### config.mk
export PLATFORM = sky130hd
export DESIGN_NAME = fnorm_pipe
export DESIGN_NICKNAME = d
export VERILOG_FILES = /design/src/rtl/fnorm_pkg.sv /design/src/rtl/fnorm_lzc.sv /design/src/rtl/fnorm_pipe.sv
export SDC_FILE = /design/constraint.sdc
export NUM_CORES = 1
export LEC_CHECK = 0
export ABC_CLOCK_PERIOD_IN_PS = 12100
export CAP_MARGIN = 20
export CORE_ASPECT_RATIO = 0.6
export CORE_MARGIN = 2
export CORE_UTILIZATION = 42
export CTS_CLUSTER_SIZE = 40
export DETAILED_ROUTE_END_ITERATION = 10
export SYNTH_ARGS = -nofsm -noshare
export SYNTH_HDL_FRONTEND = slang
export SYNTH_SLANG_ARGS = --single-unit
### constraint.sdc
create_clock -name clk -period 12.1 [get_ports clk]
set_input_delay 2.42 -clock clk [delete_from_list [all_inputs] [get_ports clk]]
set_output_delay 2.42 -clock clk [all_outputs]
set_load 0.03 [all_outputs]
### src/rtl/fnorm_pkg.sv
// Shared float-format helpers: packed field offsets and the most negative exponent.
package fnorm_pkg;

  localparam int MAN_LO = 0;

  function automatic int exp_lo(input int man_w);
    return man_w;
  endfunction

  function automatic int sign_pos(input int man_w, input int exp_w);
    return man_w + exp_w;
  endfunction

  function automatic int emin(input int exp_w);
    return -(1 << (exp_w - 1));
  endfunction

endpackage

### src/rtl/fnorm_lzc.sv
// Leading-zero counter; an all-zero mantissa reports MAN.
module fnorm_lzc #(
  parameter int MAN = 23
) (
  input  logic [MAN-1:0]         man,
  output logic [$clog2(MAN):0]   lz
);

  localparam int LZW = $clog2(MAN) + 1;

  // Ascending scan so the highest set bit is the last one to win.
  always_comb begin
    lz = LZW'(MAN);
    for (int i = 0; i < MAN; i++) begin
      if (man[i]) lz = LZW'(MAN - 1 - i);
    end
  end

endmodule

### src/rtl/fnorm_pipe.sv
// Pipelined float normaliser with valid/ready handshake on both sides.
module fnorm_pipe
  import fnorm_pkg::*;
#(
  parameter int MAN = 23,
  parameter int EXP = 8,
  parameter int STG = 2
) (
  input  logic                 clk,
  input  logic                 rst,
  input  logic [MAN+EXP:0]     in,
  input  logic                 in_valid,
  output logic                 in_ready,
  output logic [MAN+EXP:0]     out,
  output logic                 out_valid,
  input  logic                 out_ready,
  output logic                 out_zero,
  output logic                 out_unf,
  output logic                 busy
);

  localparam int LZW      = $clog2(MAN) + 1;
  localparam int CW       = ((EXP + 1 > LZW) ? EXP + 1 : LZW) + 1;
  localparam int EXP_LO   = exp_lo(MAN);
  localparam int SIGN_POS = sign_pos(MAN, EXP);
  localparam logic [EXP:0]   EMIN_X = (EXP+1)'(emin(EXP));
  localparam logic [EXP-1:0] EMIN_E = EXP'(emin(EXP));

  logic           in_sign;
  logic [EXP-1:0] in_exp;
  logic [MAN-1:0] in_man;
  logic [LZW-1:0] in_lz;

  assign in_sign = in[SIGN_POS];
  assign in_exp  = in[EXP_LO +: EXP];
  assign in_man  = in[MAN_LO +: MAN];

  fnorm_lzc #(.MAN(MAN)) u_lzc (
    .man (in_man),
    .lz  (in_lz)
  );

  logic           src_sign;
  logic [EXP-1:0] src_exp;
  logic [MAN-1:0] src_man;
  logic [LZW-1:0] src_lz;
  logic           s1_valid;
  logic           out_load;

  logic           n_sign;
  logic [EXP-1:0] n_exp;
  logic [MAN-1:0] n_man;
  logic           n_zero;
  logic           n_unf;
  logic [EXP:0]   headroom;
  logic [CW-1:0]  hd_w;
  logic [CW-1:0]  lz_w;
  logic [CW-1:0]  sh;

  // Shift is limited by how far the exponent can fall before reaching EMIN.
  always_comb begin
    headroom = {src_exp[EXP-1], src_exp} - EMIN_X;
    hd_w     = CW'(headroom);
    lz_w     = CW'(src_lz);
    sh       = (lz_w < hd_w) ? lz_w : hd_w;
    n_sign   = src_sign;
    n_man    = src_man << sh;
    n_exp    = EXP'(CW'(src_exp) - sh);
    n_zero   = 1'b0;
    n_unf    = lz_w > hd_w;
    if (src_man == '0) begin
      n_exp  = EMIN_E;
      n_man  = '0;
      n_zero = 1'b1;
      n_unf  = 1'b0;
    end
  end

  generate
    if (STG == 2) begin : g_two
      logic           s1_sign;
      logic [EXP-1:0] s1_exp;
      logic [MAN-1:0] s1_man;
      logic [LZW-1:0] s1_lz;
      logic           in_load;

      assign out_load = s1_valid && (!out_valid || out_ready);
      assign in_ready = rst && (!s1_valid || out_load);
      assign in_load  = in_valid && in_ready;

      always_ff @(posedge clk or negedge rst) begin
        if (!rst) begin
          s1_valid <= 1'b0;
          s1_sign  <= 1'b0;
          s1_exp   <= '0;
          s1_man   <= '0;
          s1_lz    <= '0;
        end else if (in_load) begin
          s1_valid <= 1'b1;
          s1_sign  <= in_sign;
          s1_exp   <= in_exp;
          s1_man   <= in_man;
          s1_lz    <= in_lz;
        end else if (out_load) begin
          s1_valid <= 1'b0;
        end
      end

      assign src_sign = s1_sign;
      assign src_exp  = s1_exp;
      assign src_man  = s1_man;
      assign src_lz   = s1_lz;
    end else begin : g_one
      assign s1_valid = 1'b0;
      assign in_ready = rst && (!out_valid || out_ready);
      assign out_load = in_valid && in_ready;
      assign src_sign = in_sign;
      assign src_exp  = in_exp;
      assign src_man  = in_man;
      assign src_lz   = in_lz;
    end
  endgenerate

  // Output registers only change on a load, so a stalled result holds still.
  always_ff @(posedge clk or negedge rst) begin
    if (!rst) begin
      out_valid <= 1'b0;
      out       <= '0;
      out_zero  <= 1'b0;
      out_unf   <= 1'b0;
    end else if (out_load) begin
      out_valid <= 1'b1;
      out       <= {n_sign, n_exp, n_man};
      out_zero  <= n_zero;
      out_unf   <= n_unf;
    end else if (out_valid && out_ready) begin
      out_valid <= 1'b0;
    end
  end

  assign busy = s1_valid || out_valid;

endmodule

# After elaboration in Yosys (flattened, before gate mapping)
# Index checks and enable logic that the tools add are counted.
dict set report classes {
  reduce_logical 12
  muxes 32
  n_shift 1
  magnitude_cmp 2
  addsub 2
}
# cell count
set op_table {}
lappend op_table {{$mux 5} 16}
lappend op_table {{$logic_not 23->1} 1}
lappend op_table {{$mux 23} 1}
lappend op_table {{$shl 23x9->23} 1}
lappend op_table {{$mux 3} 4}
lappend op_table {{$gt 6x9->1} 1}
lappend op_table {{$lt 6x9->1} 1}
lappend op_table {{$mux 9} 1}
lappend op_table {{$sub 8x8->9 const B} 1}
lappend op_table {{$mux 8} 1}
lappend op_table {{$sub 8x8->8} 1}
lappend op_table {{$mux 1} 7}
lappend op_table {{$logic_and 1x1->1} 4}
lappend op_table {{$mux 2} 2}
lappend op_table {{$reduce_bool 2->1} 2}
lappend op_table {{$logic_or 1x1->1} 3}
lappend op_table {{$logic_not 1->1} 2}
dict set report word_totals {
  out_inout_bits 37
  regBits 74
}

# Logic depth before layout (Yosys ltp)
dict set report logic_depth {
  word_depth 23
  ltp_mapped 19
}

# Cells and area by module
# From an unflattened synthesis, not the netlist that was laid out.
dict set report hier_totals {
  hier_cells 471
  area_unflattened_um2 4754.6
}
# module area_per_inst_um2 instances cells_each
set by_module_without_submodules {}
lappend by_module_without_submodules {fnorm_pipe 4506.8 1 427}
lappend by_module_without_submodules {fnorm_lzc 247.7 1 44}

# Least setup slack after synthesis
# Ideal clock, no wire load.
dict set report synth_timing {
  path_kind {input to output}
  start {input out_ready}
  end {output in_ready}
  cell_stages 2
  t_required_ps 9680
  slack_ps 6843
  arrival_ps 2837
  path_buffers 0
  path_cell_list {nand3b_1 -> and2_1}
}
dict set report synth_between {
  elab_chain_cells 4
}
# item line
set synth_lines {}
lappend synth_lines {{start, declared} fnorm_pipe.sv:16} ;# input logic out_ready,
lappend synth_lines {{$logic_or 1x1->1} fnorm_pipe.sv:87} ;# assign out_load = s1_valid && (!out_valid || out_ready);
lappend synth_lines {{$logic_and 1x1->1} fnorm_pipe.sv:87}
lappend synth_lines {{$logic_or 1x1->1} fnorm_pipe.sv:88} ;# assign in_ready = rst && (!s1_valid || out_load);
lappend synth_lines {{$logic_and 1x1->1} fnorm_pipe.sv:88}
lappend synth_lines {{end, declared} fnorm_pipe.sv:13} ;# output logic in_ready,
# Every way passes these cells.

# Worst setup path after layout
# Same ends and word-level chain as after synthesis.

==> results.json <==
{
  "use_met2_pct": 34.1,
  "slew_headroom_pct": 30.0,
  "ir_worst_vdd_mv": 0.0938,
  "route.detailed.drc": 0,
  "cpPeakStageDelay_ns": 0.66,
  "syn_nets": 595,
  "clk_latency_ns": 0.34,
  "via_per_inst": 6.16,
  "rsz0062_at_grt": "false",
  "fillCellCount": 1032,
  "gr-usage-all-layers_pct": 25.3,
  "nNetsFinal": 656,
  "critPathSlowestCell": "clkdlybuf4s50_1",
  "multi_input_area_sq_mm": 0.00275,
  "wl_mm": 14.6,
  "path_cells": "clkdlybuf4s50_1, nand3b_1, and2_1, clkdlybuf4s50_1",
  "synth_area_leaders": "dfrtp_1, mux2_2, nand2_1",
  "timing.hold.ws_ns": 0.476,
  "tritoncts": "built",
  "syn_area_sq_mm": 0.00480,
  "gp_congestion": 0.950,
  "grt_pass1_wl_mm": 23.8,
  "post_cts_resize_count": 0,
  "synth_top_area_share_pct": 38.0,
  "crit_path_end_kind": "primary output",
  "cts_hold_buf": 0,
  "drtPass1Iterations": 5,
  "syn_avg_cell_area_sq_um": 8.77,
  "crit_top_cell": "clkdlybuf4s50_1",
  "dp_hpwl_mm": 10.7,
  "worst_ep_arrival_time_ns": 3.82,
  "status": "finished clean",
  "pwr_density_cell_mw_per_mm2": 189,
  "cts_setup_buffers": 0,
  "maxCapViolations": 0,
  "max_freq_mhz": 160,
  "finalCritPeriodShare_pct": 51.6,
  "grt_pass1_vias": 4331,
  "antenna_found_initial": 0,
  "finalMaxSlewViolations": 0,
  "synth_seq_cells": 73,
  "num_vias": 4650,
  "dp_cells": 742,
  "period_needed_ns": 6.24,
  "yosysWarnings": 0,
  "cp-start-kind": "input pin",
  "grt.busiest_layer": "met1",
  "worstHoldPathCells": 2,
  "synthCells": 548,
  "cts_root_buf": "clkbuf_16",
  "cp.required_ns": 9.68,
  "utilization_pct": 52.4,
  "cts_buffer_depth": 2,
  "hp-class": "flip-flop to flip-flop",
  "areaGrowthSynthToFinish_pct": 22.5,
  "finalSetupViolations": 0,
  "wire_per_inst_microns": 19.3,
  "cts_buffers": 9,
  "grt_max_degree": 73,
  "h-tree-depth": 3,
  "critPathMaxFanout": 2,
  "path_clk_slew_ns": 0.05,
  "p_leak_nw": 2.45,
  "portBuffers": 72,
  "num_rows": 30,
  "core_sq_mm": 0.0112,
  "path_class": "input pin to primary output",
  "worst_r2r_path_depth": 16,
  "yosysTopAreaCell": "dfrtp_1",
  "final_hold_viol_count": 0,
  "die_h_microns": 86.8,
  "yosysUniqueCellTypes": 64,
  "drtIter0Drc": 455,
  "design_area_sq_mm": 0.00588,
  "die_w_microns": 142,
  "met1_usage_pct": 39.0,
  "path_buf_inv": 2,
  "synth_edf_count": 0,
  "cp.depth": 4,
  "ys.flop_type": "dfrtp_1",
  "initial_core_util_pct": 42.8,
  "tns_ns": 0,
  "seq_area_sq_mm": 0.00183,
  "dieArea_sq_mm": 0.0123,
  "dpl_cell_area_sq_mm": 0.00561,
  "critical_path.top_delay_family": "buffers and inverters",
  "clkSinkCount": 73,
  "gr-usage-met3_pct": 7.96,
  "antennaDiodeCount": 0,
  "stdcell_count": 755,
  "grt_overflow": 0,
  "pin_count": 73,
  "async_flop_share_pct": 100,
  "finalClockSkew_ns": 0.00695,
  "drive_gt1_share_pct": 10.6,
  "antenna_left": 0,
  "tightest_slew_ns": 1.04,
  "ys_seq_area_share_pct": 38.0
}
-- worst min-delay path, stage by stage, from the launching register on --
cell     delay [ns]
dfrtp_1        0.34
nand2_1        0.05
nand2_1        0.05
-- routing by layer --
layer	up-vias	routed length, microns
met3	16	1320
met4	0	168
met1	2241	7170
met2	213	5930
li1	2180	-
met5	-	0
-- final cells by class --
cell class / instances / area share, %
clock buffers: 13 / 4.59
inverters: 22 / 1.40
multi-input cells: 424 / 46.8
flip-flops and latches: 73 / 31.1
well taps: 144 / 3.06
repair buffers: 79 / 13.1
-- Yosys cell counts (4+ instances only) --
master,count
a21oi_1,34
a22o_1,8
nand3_1,24
and2_1,6
nor4_1,10
inv_1,19
a22oi_1,6
a21o_1,11
o211ai_1,11
a2111oi_0,4
nand2_1,77
a211oi_1,20
a31o_2,5
a31oi_1,7
nor3_1,17
a221o_1,4
o31ai_1,8
and3_1,7
nor2_1,27
clkbuf_1,20
mux2_2,29
mux2i_1,10
o21ai_0,33
xnor2_1,4
nand4_1,5
dfrtp_1,73
ha_1,10
-- logic make-up after synthesis --
family / count (synthesis) / share of synthesized area (%)
flops: 73 / 38.0
simple gates: 189 / 18.7
fa+ha+maj: 11 / 3.02
buf+inv: 51 / 4.77
xor+xnor: 6 / 1.09
mux: 39 / 8.88
compound gates: 179 / 25.5
-- power breakdown --
group          total (W)  switching (W)  internal, W
clock network   0.000251      0.0000985     0.000152
logic           0.000493       0.000285     0.000207
registers       0.000368      0.0000609     0.000307
-- metrics by stage --
stage | power, W | setup WS, ns
floorplan | 0.000676 | 6.84
global placement | 0.000853 | 5.87
detailed placement | 0.000859 | 5.85
CTS | 0.00111 | 5.85
global route | 0.00118 | 5.80
finish | 0.00111 | 5.86
-- registers in the layout, summed over array words and instances (netlist names) --
name,flops
g_two.s1_lz,5
out_unf,1
g_two.s1_man,23
g_two.s1_exp,8
g_two.s1_sign,1
out_valid,1
s1_valid,1
out_zero,1
out,32
-- cell usage in the layout (no fill, tap or decap), types with 3 or more instances in the layout --
| cell | count |
|---|---|
| nand3_1 | 24 |
| and3_1 | 7 |
| o41ai_1 | 3 |
| nor4_1 | 10 |
| a22o_1 | 8 |
| o21ai_0 | 33 |
| dfrtp_1 | 73 |
| clkbuf_16 | 9 |
| nand2b_1 | 3 |
| a211oi_1 | 20 |
| mux2i_1 | 9 |
| o211ai_1 | 11 |
| clkbuf_8 | 3 |
| a221o_1 | 4 |
| clkinv_1 | 3 |
| ha_1 | 10 |
| a221oi_1 | 3 |
| nand2_1 | 77 |
| and2_1 | 6 |
| a22oi_1 | 6 |
| clkdlybuf4s50_1 | 71 |
| a21o_1 | 11 |
| xnor2_1 | 4 |
| a31o_2 | 5 |
| a21oi_1 | 34 |
| inv_1 | 19 |
| a311oi_1 | 3 |
| nor3_1 | 17 |
| buf_4 | 8 |
| a31oi_1 | 7 |
| o31ai_1 | 8 |
| nand4_1 | 5 |
| a2111oi_0 | 4 |
| mux2_2 | 29 |
| nor2_1 | 27 |
-- final timing paths --
| kind | from | end | slack (ns) |
|---|---|---|---|
| hold reg to reg | out_zero | out_zero | 0.48 |
| setup / recovery | out_ready | in_ready | 5.86 |
| hold / removal | out_zero | out_zero | 0.48 |
| setup reg to reg | g_two.s1_exp[2] | out[29] | 7.23 |
| max in group asynchronous | rst | out[16] | 9.13 |
| min in group asynchronous | rst | g_two.s1_man[7] | 1.87 |
Note: power is estimated with default switching activity, not from simulation.
